==> src/rtl/cp0_tlb_pkg.sv <==
// cp0_tlb_pkg: shared definitions for the CP0 TLB-management unit.
// Holds CP0 register numbers, TLB command encodings, FSM states and the EntryLo layout.
package cp0_tlb_pkg;

    localparam logic [4:0] CP0_INDEX    = 5'd0;
    localparam logic [4:0] CP0_RANDOM   = 5'd1;
    localparam logic [4:0] CP0_ENTRYLO0 = 5'd2;
    localparam logic [4:0] CP0_ENTRYLO1 = 5'd3;
    localparam logic [4:0] CP0_WIRED    = 5'd6;
    localparam logic [4:0] CP0_ENTRYHI  = 5'd10;

    localparam logic [1:0] OP_TLBP  = 2'd0;
    localparam logic [1:0] OP_TLBR  = 2'd1;
    localparam logic [1:0] OP_TLBWI = 2'd2;
    localparam logic [1:0] OP_TLBWR = 2'd3;

    typedef enum logic [2:0] {
        ST_IDLE,
        ST_PROBE,
        ST_WAIT,
        ST_READ,
        ST_WRITE,
        ST_DRAIN
    } tlb_state_e;

    // Same bit order as EntryLo[25:0]: PFN, C, D, V, G.
    typedef struct packed {
        logic [19:0] pfn;
        logic [2:0]  c;
        logic        d;
        logic        v;
        logic        g;
    } entrylo_t;

    function automatic entrylo_t lo_unpack(input logic [25:0] w);
        return entrylo_t'(w);
    endfunction

    function automatic logic [31:0] lo_pack(input entrylo_t e);
        return {6'd0, e};
    endfunction

endpackage

==> src/rtl/cp0_random.sv <==
// cp0_random: Random/Wired counter pair for TLBWR replacement selection.
// Ports: i_clk, i_reset (sync, active high), i_wired_we/i_wired_wdata (mtc0 Wired), o_random, o_wired.
module cp0_random
    import cp0_tlb_pkg::*;
#(
    parameter  int TLBNUM = 16,
    localparam int IDXW   = $clog2(TLBNUM)
) (
    input  logic            i_clk,
    input  logic            i_reset,
    input  logic            i_wired_we,
    input  logic [IDXW-1:0] i_wired_wdata,
    output logic [IDXW-1:0] o_random,
    output logic [IDXW-1:0] o_wired
);

    localparam logic [IDXW-1:0] TOP = IDXW'(TLBNUM - 1);

    logic [IDXW-1:0] r_random;
    logic [IDXW-1:0] r_wired;

    // Random walks down to Wired, then wraps back to the top entry,
    // so wired entries below Wired are never chosen by TLBWR.
    always_ff @(posedge i_clk) begin
        if (i_reset) begin
            r_random <= TOP;
            r_wired  <= '0;
        end else if (i_wired_we) begin
            r_wired  <= i_wired_wdata;
            r_random <= TOP;
        end else if (r_random == r_wired) begin
            r_random <= TOP;
        end else begin
            r_random <= r_random - IDXW'(1);
        end
    end

    assign o_random = r_random;
    assign o_wired  = r_wired;

endmodule

==> src/rtl/cp0_tlb_unit.sv <==
// cp0_tlb_unit: CP0 TLB registers (Index/Random/Wired/EntryHi/EntryLo0/1) and TLBP/TLBR/TLBWI/TLBWR sequencer.
// Ports: cmd_* handshake with WB, mtc0/mfc0 access, exc_tlb capture, s_* search, r_* read, we/w_* write ports.
module cp0_tlb_unit
    import cp0_tlb_pkg::*;
#(
    parameter  int TLBNUM = 16,
    localparam int IDXW   = $clog2(TLBNUM)
) (
    input  logic            i_clk,
    input  logic            i_reset,
    input  logic            i_cmd_valid,
    input  logic [1:0]      i_cmd_op,
    output logic            o_cmd_ready,
    output logic            o_cmd_done,
    input  logic            i_flush,
    input  logic            i_mtc0_we,
    input  logic [4:0]      i_cp0_waddr,
    input  logic [31:0]     i_cp0_wdata,
    input  logic [4:0]      i_cp0_raddr,
    output logic [31:0]     o_cp0_rdata,
    input  logic            i_exc_tlb,
    input  logic [31:0]     i_exc_badvaddr,
    output logic            o_s_req,
    output logic [18:0]     o_s_vpn2,
    output logic [7:0]      o_s_asid,
    input  logic            i_s_resp_valid,
    input  logic            i_s_found,
    input  logic [IDXW-1:0] i_s_index,
    output logic [IDXW-1:0] o_r_index,
    input  logic [18:0]     i_r_vpn2,
    input  logic [7:0]      i_r_asid,
    input  logic            i_r_g,
    input  logic [19:0]     i_r_pfn0,
    input  logic [2:0]      i_r_c0,
    input  logic            i_r_d0,
    input  logic            i_r_v0,
    input  logic [19:0]     i_r_pfn1,
    input  logic [2:0]      i_r_c1,
    input  logic            i_r_d1,
    input  logic            i_r_v1,
    output logic            o_we,
    output logic [IDXW-1:0] o_w_index,
    output logic [18:0]     o_w_vpn2,
    output logic [7:0]      o_w_asid,
    output logic            o_w_g,
    output logic [19:0]     o_w_pfn0,
    output logic [2:0]      o_w_c0,
    output logic            o_w_d0,
    output logic            o_w_v0,
    output logic [19:0]     o_w_pfn1,
    output logic [2:0]      o_w_c1,
    output logic            o_w_d1,
    output logic            o_w_v1
);

    tlb_state_e      r_state;
    logic            r_cmd_ready;
    logic [1:0]      r_op;
    logic            r_p;
    logic [IDXW-1:0] r_index;
    logic [18:0]     r_vpn2;
    logic [7:0]      r_asid;
    entrylo_t        r_lo0;
    entrylo_t        r_lo1;

    tlb_state_e      w_next;
    logic [IDXW-1:0] w_random;
    logic [IDXW-1:0] w_wired;
    logic            w_accept;
    logic            w_probe_upd;
    logic            w_read_upd;
    logic            w_wr_index;
    logic            w_wr_hi;
    logic            w_wr_lo0;
    logic            w_wr_lo1;
    logic            w_wr_wired;
    logic            w_unused_badvaddr;

    assign w_wr_index = i_mtc0_we && (i_cp0_waddr == CP0_INDEX);
    assign w_wr_hi    = i_mtc0_we && (i_cp0_waddr == CP0_ENTRYHI);
    assign w_wr_lo0   = i_mtc0_we && (i_cp0_waddr == CP0_ENTRYLO0);
    assign w_wr_lo1   = i_mtc0_we && (i_cp0_waddr == CP0_ENTRYLO1);
    assign w_wr_wired = i_mtc0_we && (i_cp0_waddr == CP0_WIRED);

    // The page-offset bits of the faulting address carry no TLB state.
    assign w_unused_badvaddr = ^i_exc_badvaddr[12:0];

    cp0_random #(
        .TLBNUM(TLBNUM)
    ) u_random (
        .i_clk        (i_clk),
        .i_reset      (i_reset),
        .i_wired_we   (w_wr_wired),
        .i_wired_wdata(i_cp0_wdata[IDXW-1:0]),
        .o_random     (w_random),
        .o_wired      (w_wired)
    );

    // A flush in the same cycle kills the state's side effects, so these
    // strobes are decoded from state and live inputs rather than registered.
    assign w_accept    = (r_state == ST_IDLE) && i_cmd_valid && !i_flush;
    assign o_s_req     = (r_state == ST_PROBE) && !i_flush;
    assign w_probe_upd = (r_state == ST_WAIT) && i_s_resp_valid && !i_flush;
    assign w_read_upd  = (r_state == ST_READ) && !i_flush;
    assign o_we        = (r_state == ST_WRITE) && !i_flush;
    assign o_cmd_done  = w_probe_upd || w_read_upd || o_we;
    assign o_cmd_ready = r_cmd_ready;

    always_comb begin
        w_next = r_state;
        case (r_state)
            ST_IDLE: begin
                if (w_accept) begin
                    case (i_cmd_op)
                        OP_TLBP: w_next = ST_PROBE;
                        OP_TLBR: w_next = ST_READ;
                        default: w_next = ST_WRITE;
                    endcase
                end
            end
            ST_PROBE: w_next = i_flush ? ST_IDLE : ST_WAIT;
            // A response arriving with the flush is consumed here, so
            // only a still-outstanding search needs draining.
            ST_WAIT: begin
                if (i_s_resp_valid) begin
                    w_next = ST_IDLE;
                end else if (i_flush) begin
                    w_next = ST_DRAIN;
                end
            end
            ST_READ:  w_next = ST_IDLE;
            ST_WRITE: w_next = ST_IDLE;
            ST_DRAIN: begin
                if (i_s_resp_valid) begin
                    w_next = ST_IDLE;
                end
            end
            default: w_next = ST_IDLE;
        endcase
    end

    always_ff @(posedge i_clk) begin
        if (i_reset) begin
            r_state     <= ST_IDLE;
            r_cmd_ready <= 1'b1;
            r_op        <= OP_TLBP;
        end else begin
            r_state     <= w_next;
            r_cmd_ready <= (w_next == ST_IDLE);
            if (w_accept) begin
                r_op <= i_cmd_op;
            end
        end
    end

    // Per-field priority: exception > command update > mtc0.
    always_ff @(posedge i_clk) begin
        if (i_reset) begin
            r_p     <= 1'b0;
            r_index <= '0;
            r_vpn2  <= '0;
            r_asid  <= '0;
            r_lo0   <= '0;
            r_lo1   <= '0;
        end else begin
            if (w_probe_upd) begin
                r_p <= !i_s_found;
                if (i_s_found) begin
                    r_index <= i_s_index;
                end
            end else if (w_wr_index) begin
                r_index <= i_cp0_wdata[IDXW-1:0];
            end

            if (i_exc_tlb) begin
                r_vpn2 <= i_exc_badvaddr[31:13];
            end else if (w_read_upd) begin
                r_vpn2 <= i_r_vpn2;
            end else if (w_wr_hi) begin
                r_vpn2 <= i_cp0_wdata[31:13];
            end

            if (w_read_upd) begin
                r_asid <= i_r_asid;
            end else if (w_wr_hi) begin
                r_asid <= i_cp0_wdata[7:0];
            end

            // The TLB keeps one G per entry; it lands in both EntryLo copies.
            if (w_read_upd) begin
                r_lo0 <= '{pfn: i_r_pfn0, c: i_r_c0, d: i_r_d0,
                           v: i_r_v0, g: i_r_g};
                r_lo1 <= '{pfn: i_r_pfn1, c: i_r_c1, d: i_r_d1,
                           v: i_r_v1, g: i_r_g};
            end else begin
                if (w_wr_lo0) begin
                    r_lo0 <= lo_unpack(i_cp0_wdata[25:0]);
                end
                if (w_wr_lo1) begin
                    r_lo1 <= lo_unpack(i_cp0_wdata[25:0]);
                end
            end
        end
    end

    always_comb begin
        o_cp0_rdata = '0;
        case (i_cp0_raddr)
            CP0_INDEX:    o_cp0_rdata = {r_p, {(31-IDXW){1'b0}}, r_index};
            CP0_RANDOM:   o_cp0_rdata = {{(32-IDXW){1'b0}}, w_random};
            CP0_ENTRYLO0: o_cp0_rdata = lo_pack(r_lo0);
            CP0_ENTRYLO1: o_cp0_rdata = lo_pack(r_lo1);
            CP0_WIRED:    o_cp0_rdata = {{(32-IDXW){1'b0}}, w_wired};
            CP0_ENTRYHI:  o_cp0_rdata = {r_vpn2, 5'd0, r_asid};
            default:      o_cp0_rdata = '0;
        endcase
    end

    assign o_s_vpn2  = r_vpn2;
    assign o_s_asid  = r_asid;
    assign o_r_index = r_index;

    assign o_w_index = (r_op == OP_TLBWR) ? w_random : r_index;
    assign o_w_vpn2  = r_vpn2;
    assign o_w_asid  = r_asid;
    assign o_w_g     = r_lo0.g & r_lo1.g;
    assign o_w_pfn0  = r_lo0.pfn;
    assign o_w_c0    = r_lo0.c;
    assign o_w_d0    = r_lo0.d;
    assign o_w_v0    = r_lo0.v;
    assign o_w_pfn1  = r_lo1.pfn;
    assign o_w_c1    = r_lo1.c;
    assign o_w_d1    = r_lo1.d;
    assign o_w_v1    = r_lo1.v;

endmodule

==> config.mk <==
export PLATFORM = sky130hd
export DESIGN_NAME = cp0_tlb_unit
export DESIGN_NICKNAME = d
export VERILOG_FILES = /design/src/rtl/cp0_tlb_pkg.sv /design/src/rtl/cp0_random.sv /design/src/rtl/cp0_tlb_unit.sv
export SDC_FILE = /design/constraint.sdc
export NUM_CORES = 1
export LEC_CHECK = 0
export ABC_CLOCK_PERIOD_IN_PS = 4100
export BUFFER_PORTS_ARGS = -buffer_cell sky130_fd_sc_hd__buf_4
export CORE_MARGIN = 10
export CORE_UTILIZATION = 49
export CTS_BUF_LIST = sky130_fd_sc_hd__clkbuf_2
export CTS_CLUSTER_DIAMETER = 120
export DETAILED_ROUTE_END_ITERATION = 12
export PLACE_DENSITY_LB_ADDON = 0.12
export SKIP_LAST_GASP = 1
export SYNTH_ARGS = -nofsm -noshare
export SYNTH_HDL_FRONTEND = slang
export SYNTH_SLANG_ARGS = --single-unit
==> constraint.sdc <==
create_clock -name i_clk -period 4.1 [get_ports i_clk]
set_clock_uncertainty 0.05 [all_clocks]
set_input_delay 0.41 -clock i_clk [delete_from_list [all_inputs] [get_ports i_clk]]
set_output_delay 0.41 -clock i_clk [all_outputs]
set_load 0.01 [all_outputs]
==> metrics, run 1 <==
maximum VDD drop 137 µV; total routed wirelength 23.2 mm; die width 129 µm; hold slack 0.0253 ns; Vias 6,135; first-pass GRT wire length 34.6 mm; critical setup path kind reg -> out; top cells by area, synth dfxtp_1 34%, mux2i_1 11%, buf_4 10%; placed inst area 0.00750 mm²; measured slew at the worst slew-check pin 1.02 ns; Ports 315; outcome completed; Initial Util 0.505; Setup crit end kind output port; part of the Yosys area used for sequential elements 0.336; via/cell ratio 5.74; core area 0.0116 mm²; WHS Path Cells 3; DRC 0; ratio of cells with drive above 1 in the final layout 0.362; total power 1.80 mW; total gr overflow 0; Final #Nets 1,086; Worst Hold Class in -> reg; Yosys reg bits 98; Final Hold Vio Count 0; RSZ-0062 raised after global routing no; EDFF count, synth 0; critical path's slowest cell and4bb_2; drt wl/cell 21.7 µm; I/O Buffers 301; total clock sinks 98; final antenna-violating net count 0; Pwr Density 228 mW/mm²; fill count 954; Max Freq 0.356 GHz; clock-pin slew on the worst setup and hold paths 0.29 ns; Post-CTS Setup Inserts 0; Mapped Cells 699; Final Cycle Share 0.685; Final Wtd Congestion 0.895; Worst setup SP type register; slew margin rel. 0.308; Unique masters post-synth 49; final setup violation count 0; H-tree Lvls 3; Clk Latency, worst-skew pair 0.59 ns; CP delay by family, top simple AND/OR/NAND/NOR gates; GRT Util Overall 0.262; final max-slew violation count 0; CTS Buffer Depth 2; Synth warnings 0; syn_area_per_cell 8.36 µm²; post-DP HPWL 17.3 mm; critical path depth 3; top-area cell type share of the netlist area 0.336; fraction of registers with async set/reset 0; Sum Neg Setup Slack 0 ns; WP data arrival 2.35 ns; crit path max fanout 30; CTS buffer count 9; CTS tree yes; cells along the critical path and4bb_2, or3_1, buf_4; Leak 3.74 nW; largest net degree at the start of global routing 64; CP required 3.64 ns; Tmin final 2.81 ns; max incr delay on CP 0.76 ns; initial antenna violation count 2; Die ar. 0.0167 mm²; CTS Root Buffer Type clkbuf_2; Post-Syn Area 0.00584 mm²; final instance area 0.00788 mm²; vias in the first global route 6,178; P&R area growth vs syn 35.0%; crit path buf inv count 1; area leader, netlist dfxtp_1; Initial DRT Pass Iterations 6; max cap viols 0; Final Non-Filler Cells 1,068; R2R cell count 5; First DRT Iteration DRCs 577; die height 129 µm; row count 39; Cells after DPL 1,021; Synth Flop Type dfxtp_1; Post-Syn Nets 866
## power by group
part	internal (mW)	switching (mW)	leakage (nW)
combinational	0.207	0.165	2.89
clock	0.0732	0.341	0.0566
sequential	0.981	0.0316	0.796
## area by class of cell
cell class	instances	area (µm²)	share of cell area
Multi-Input combinational cell	445	2940	0.373
Timing Repair Buffer	339	2620	0.332
Sequential cell	98	1960	0.249
Tap cell	143	179	0.0227
Inverter	26	97.6	0.0124
Clock buffer	9	45.0	0.00571
Clock inverter	6	35.0	0.00444
Antenna cell	2	5.00	0.000635
## placed cells by master (no fill, tap or decap), types with 3 or more instances in the layout
cell type,count
a211o_1,12
a211oi_1,4
a21o_1,11
a21oi_1,71
a222oi_1,17
a22o_1,6
a31oi_1,9
a32oi_1,4
and2_1,6
buf_4,309
clkbuf_2,9
dfxtp_1,98
dlygate4sd3_1,30
inv_1,26
mux2i_1,62
nand2_1,39
nand3_1,16
nand4_1,3
nor2_1,28
nor2b_1,4
nor3_1,9
nor3b_1,3
nor4_1,9
o21ai_0,86
o31a_1,7
o32ai_1,5
xnor2_1,6
## worst reg2reg max path, stage by stage (launching register included)
cell	delay (ns)
dfxtp_1	0.68
nand4bb_4	0.74
buf_4	0.53
or3_1	0.33
o21ai_0	0.08
a311oi_1	0.07
## metal layers
metal | wire length, µm | vias up | track usage
met3 | 2470 | 36 | 0.0914
met2 | 11500 | 305 | 0.450
met4 | 510 | 2 | 0.0896
met5 | 13 | - | 0
met1 | 8740 | 2899 | 0.296
li1 | - | 2893 | -
## sequential cells by signal (all words and copies together) (netlist names), 2 cells and up
register,cells
o_w_pfn0,20
o_w_pfn1,20
o_s_vpn2,19
o_s_asid,8
o_r_index,4
u_random.o_random,4
u_random.o_wired,4
o_w_c0,3
o_w_c1,3
r_state,3
r_op,2
## through the flow
stage	worst slack [ns]	utilization
floorplan	2.16	-
global placement	1.53	0.648
detailed placement	1.48	0.648
CTS	1.29	0.681
global route	1.14	0.682
finish	1.29	0.682
## cells by family after synthesis
family          count (synthesis)  synth area share
compound gates                235             0.248
xor+xnor                        6           0.00900
fa+ha+maj                       1           0.00214
buf+inv                       156             0.164
flops                          98             0.336
mux                            64             0.110
simple gates                  139             0.132
## synth_stat cells (7+ instances only)
master / instances
inv_1: 26
o21ai_0: 86
dfxtp_1: 98
nand3_1: 16
a211o_1: 12
buf_2: 16
nand2_1: 39
buf_4: 78
nor4_1: 9
a31oi_1: 9
nor2_1: 28
a21o_1: 11
mux2i_1: 62
clkbuf_1: 31
a21oi_1: 71
nor3_1: 9
a222oi_1: 17
o31a_1: 7
## worst paths after layout
check,slack (ns),startpoint,end
setup / recovery,1.29,r_state[1],o_cmd_done
hold / removal,0.03,i_r_pfn0[18],o_w_pfn0[18]
setup reg to reg,1.51,r_state[1],o_s_vpn2[17]
hold reg to reg,0.42,r_op[1],r_op[1]
## repair_timing
action / 4_1_cts / 5_1_grt
hold buffers: 30 / 0
gates resized for setup: 0 / 0
hold endpoints to repair: 30 / 0
(Power assumes the default switching activity.)
==> inputs of run 2 (changes only) <==
Settings changed: ABC_CLOCK_PERIOD_IN_PS 4100 to 2700, CORE_UTILIZATION 49 to 47.
Clock period 4.1 ns to 2.7 ns, I/O delays scaled along.
==> run 2 against run 1 <==
Against the previous run:
- first-iteration DRC count rose by 42%
- register-to-register slack got worse by 1.4 ns
- die area grew 3.6%
- via count is 15% higher
==> metrics, run 2 (same netlist as run 1, synthesis figures left out) <==
slew margin rel. 0.515; final antenna-violating net count 0; Cells after DPL 1,051; CP required 3.18 ns; RSZ-0062 raised after global routing yes; CTS Buffer Depth 2; final max-slew violation count 0; WP data arrival 3.16 ns; Sum Neg Setup Slack 0 ns; max cap viols 0; critical setup path kind in -> reg; die width 131 µm; first-pass GRT wire length 40.5 mm; core area 0.0121 mm²; DRC 0; Pwr Density 308 mW/mm²; die height 131 µm; row count 40; Ports 315; clock-pin slew on the worst setup and hold paths 0.26 ns; Hold Path End r_op[1]; final setup violation count 0; P&R area growth vs syn 58.9%; R2R cell count 6; hold slack 0.0901 ns; Max Freq 0.373 GHz; Final Wtd Congestion 0.896; measured slew at the worst slew-check pin 0.727 ns; I/O Buffers 301; Final #Nets 1,222; Worst setup SP type input pin; total gr overflow 0; initial antenna violation count 3; Final Cycle Share 0.992; Clk Latency, worst-skew pair 0.55 ns; Final Hold Vio Count 0; ratio of cells with drive above 1 in the final layout 0.323; Setup crit end kind register; Post-CTS Setup Inserts 0; total power 2.86 mW; Worst Hold Class in -> reg; outcome completed; CTS Root Buffer Type clkbuf_2; Final Non-Filler Cells 1,231; total clock sinks 98; H-tree Lvls 3; post-DP HPWL 17.2 mm; R2R Path Start r_state[2]; maximum VDD drop 206 µV; largest net degree at the start of global routing 71; GRT Util Overall 0.286; drt wl/cell 21.2 µm; Leak 4.46 nW; CTS tree yes; commonest non-fill, non-tap cell in the layout buf_4; vias in the first global route 7,432; total routed wirelength 26.1 mm; via/cell ratio 5.73; CTS buffer count 9; worst setup path start i_reset; most frequent cells in the layout 313 x buf_4, 161 x dlygate4sd3_1, 97 x dfxtp_1, 86 x o21ai_0, 71 x a21oi_1; Worst Hold Launch i_flush; WHS Path Cells 4; reg2reg end o_s_vpn2[1]; crit path max fanout 37; Initial Util 0.482; Die ar. 0.0173 mm²; Vias 7,052; First DRT Iteration DRCs 818; Tmin final 2.68 ns; Reg2Reg Setup Slack 0.16 ns; Initial DRT Pass Iterations 5
run 2: changes by cell type in the layout (fill, tap and decap cells not counted):
cell	before	now
clkinv_4	2	0
buf_4	309	313
dfxtp_2	0	1
clkbuf_2	9	10
clkinvlp_4	0	2
dfxtp_1	98	97
clkinv_1	2	1
dlygate4sd3_1	30	161
buf_12	0	1
diode_2	2	3
clkinv_2	2	3
run 2: power breakdown:
group,switching [mW],leakage (nW),internal [mW],total (mW)
clock network,0.509,0.0551,0.117,0.625
registers,0.0473,0.796,1.49,1.54
logic,0.289,3.61,0.408,0.698
total,0.845,4.46,2.01,2.86
run 2: how the worst max path moves through the flow:
stage,end,cells after the start
after floorplan,o_cp0_rdata[13],6
after global placement,o_cp0_rdata[5],7
after detailed placement,o_cp0_rdata[5],7
after CTS,o_cmd_done,4
after global routing,o_s_vpn2[1],6
final,o_w_pfn1[16],7
run 2: critical path, cell delays in order:
cell           delay [ns]
dlygate4sd3_1        0.54
buf_4                0.26
inv_1                0.59
buf_4                0.46
o21ai_0              0.25
a21oi_1              0.18
dlygate4sd3_1        0.57
run 2: repair_timing:
action | 4_1_cts | 5_1_grt
endpoints found under the setup margin | 0 | 20
gates resized for setup | 0 | 1
hold buffers | 161 | 0
endpoints found under the hold margin | 93 | 0
run 2: routing by layer:
metal | vias to the layer above | part of all wire | GRT usage
li1 | 3174 | - | -
met1 | 3388 | 0.38 | 0.312
met2 | 408 | 0.49 | 0.495
met3 | 82 | 0.083 | 0.0781
met4 | 0 | 0.043 | 0.148
met5 | - | 0 | 0
run 2: metrics by stage:
step           setup WS (ns)   util  instance area, µm²
2_1_floorplan           1.04      -                5840
3_3_place_gp           0.642  0.626                7580
3_5_place_dp           0.628  0.626                7580
4_1_cts               0.0443  0.766                9270
5_1_grt             -0.00968  0.766                9280
6_report              0.0216  0.766                9280
run 2: cell type report:
| class | count | area (µm²) |
|---|---|---|
| Antenna cell | 3 | 7.51 |
| Clock buffer | 10 | 50.0 |
| Clock inverter | 6 | 33.8 |
| Fill cell | 834 | 2830 |
| Inverter | 26 | 97.6 |
| Multi-Input combinational cell | 445 | 2940 |
| Sequential cell | 98 | 1960 |
| Tap cell | 168 | 210 |
| Timing Repair Buffer | 475 | 3980 |
==> inputs of run 3 (changes only) <==
Settings changed: RECOVER_POWER set to 50.
==> run 3 against run 2 <==
Against the previous run:
- clock-buffer cell count unchanged
- highest routed layer unchanged
- hold slack worse by 0.0062 ns
- clock power about the same
- design area down 0.97%
- sequential share of layout area up 0.21 points
- core utilization down 0.74 points
==> metrics, run 3 (same netlist as run 1, synthesis figures left out) <==
outcome completed; P&R area growth vs syn 57.4%; Worst Hold Launch i_flush; Final Hold Vio Count 0; Initial DRT Pass Iterations 6; Setup crit end kind register; fill count 868; CP delay by family, top buffers and inverters; GRT Util Overall 0.286; CP required 3.18 ns; First DRT Iteration DRCs 784; DRC 0; row count 40; most frequent cells in the layout 289 x buf_4, 161 x dlygate4sd3_1, 97 x dfxtp_1, 86 x o21ai_0, 71 x a21oi_1; commonest non-fill, non-tap cell in the layout buf_4; CTS Buffer Depth 2; Max Freq 0.372 GHz; I/O Buffers 301; total power 2.86 mW; core area 0.0121 mm²; Sum Neg Setup Slack 0 ns; max incr delay on CP 0.59 ns; initial antenna violation count 3; measured slew at the worst slew-check pin 0.734 ns; crit path max fanout 37; Ports 315; CTS buffer count 9; total routed wirelength 26.2 mm; maximum VDD drop 204 µV; max cap viols 0; cells along the critical path dlygate4sd3_1, buf_4, inv_1, buf_4, o21ai_0, a21oi_1, dlygate4sd3_1; H-tree Lvls 3; final max-slew violation count 0; critical setup path kind in -> reg; total gr overflow 0; die height 131 µm; post-DP HPWL 17.2 mm; slew margin rel. 0.510; Leak 4.37 nW; CTS tree yes; total clock sinks 98; crit path buf inv count 5; die width 131 µm; final antenna-violating net count 0; worst setup path start i_reset; vias in the first global route 7,432; first-pass GRT wire length 40.5 mm; Final #Nets 1,222; Worst setup SP type input pin; Worst Hold Class in -> reg; Post-CTS Setup Inserts 0; clock-pin slew on the worst setup and hold paths 0.26 ns; Pwr Density 311 mW/mm²; Final Wtd Congestion 0.896; largest net degree at the start of global routing 71; R2R Path Start r_state[0]; Final Cycle Share 0.995; pre-CTS WS 0.628 ns; Clk Latency, worst-skew pair 0.56 ns; drt wl/cell 21.3 µm; final setup violation count 0; RSZ-0062 raised after global routing yes; CTS Root Buffer Type clkbuf_2; Die ar. 0.0173 mm²; ratio of cells with drive above 1 in the final layout 0.299; via/cell ratio 5.69; slack of the critical path 0.0137 ns; Tmin final 2.69 ns; WP data arrival 3.16 ns; critical path's slowest cell inv_1; Initial Util 0.482; Vias 7,000
run 3: cell types whose count changed in the layout (fill, tap and decap cells not counted), sizes merged:
cell    delta
buf       -24
clkbuf    +24
run 3: final timing paths:
check                                    end  slack, ns  cells past startpoint
worst max-delay path            o_w_pfn1[16]       0.01                      7
worst min-delay path                 r_op[1]       0.08                      4
worst max register to register   o_s_vpn2[7]       0.15                      6
worst min register to register       r_op[1]       0.42                      2
run 3: final cells by class:
cell class / instances / area [µm²] / area share
flip-flops and latches: 98 / 1960 / 0.214
clock buffers: 10 / 50.0 / 0.00544
repair buffers: 475 / 3890 / 0.423
diodes: 3 / 7.51 / 0.000817
well taps: 168 / 210 / 0.0229
clock inverters: 6 / 33.8 / 0.00367
multi-input cells: 445 / 2940 / 0.320
inverters: 26 / 97.6 / 0.0106
run 3: metrics by stage:
| stage | instance area, µm² | std cells | hold WS (ns) | utilization |
|---|---|---|---|---|
| after floorplan | 5840 | 699 | 0.357 | - |
| after global placement | 7580 | 1051 | 0.398 | 0.626 |
| after detailed placement | 7580 | 1051 | 0.398 | 0.626 |
| after CTS | 9270 | 1228 | 0.0172 | 0.766 |
| after global routing | 9190 | 1231 | 0.0549 | 0.759 |
| final | 9190 | 1231 | 0.0839 | 0.759 |
run 3: routing by layer:
metal / vias up / track usage / part of all wire
met5: - / 0 / 0
met3: 66 / 0.0781 / 0.087
li1: 3176 / - / -
met4: 0 / 0.148 / 0.039
met1: 3350 / 0.312 / 0.38
met2: 408 / 0.495 / 0.50
run 3: tightest hold or removal path: stages:
cell,delay (ns)
buf_4,0.13
nor3b_1,0.09
nand3_1,0.13
a21oi_1,0.07
run 3: timing repair:
item	4_1_cts	5_1_grt
gates resized for setup	0	1
hold buffers	161	0
endpoints found under the setup margin	0	20
hold endpoints to repair	93	0
run 3: power by group:
part	total (mW)	internal (mW)	switching, mW
logic	0.693	0.403	0.290
registers	1.54	1.49	0.0476
clock network	0.626	0.117	0.510
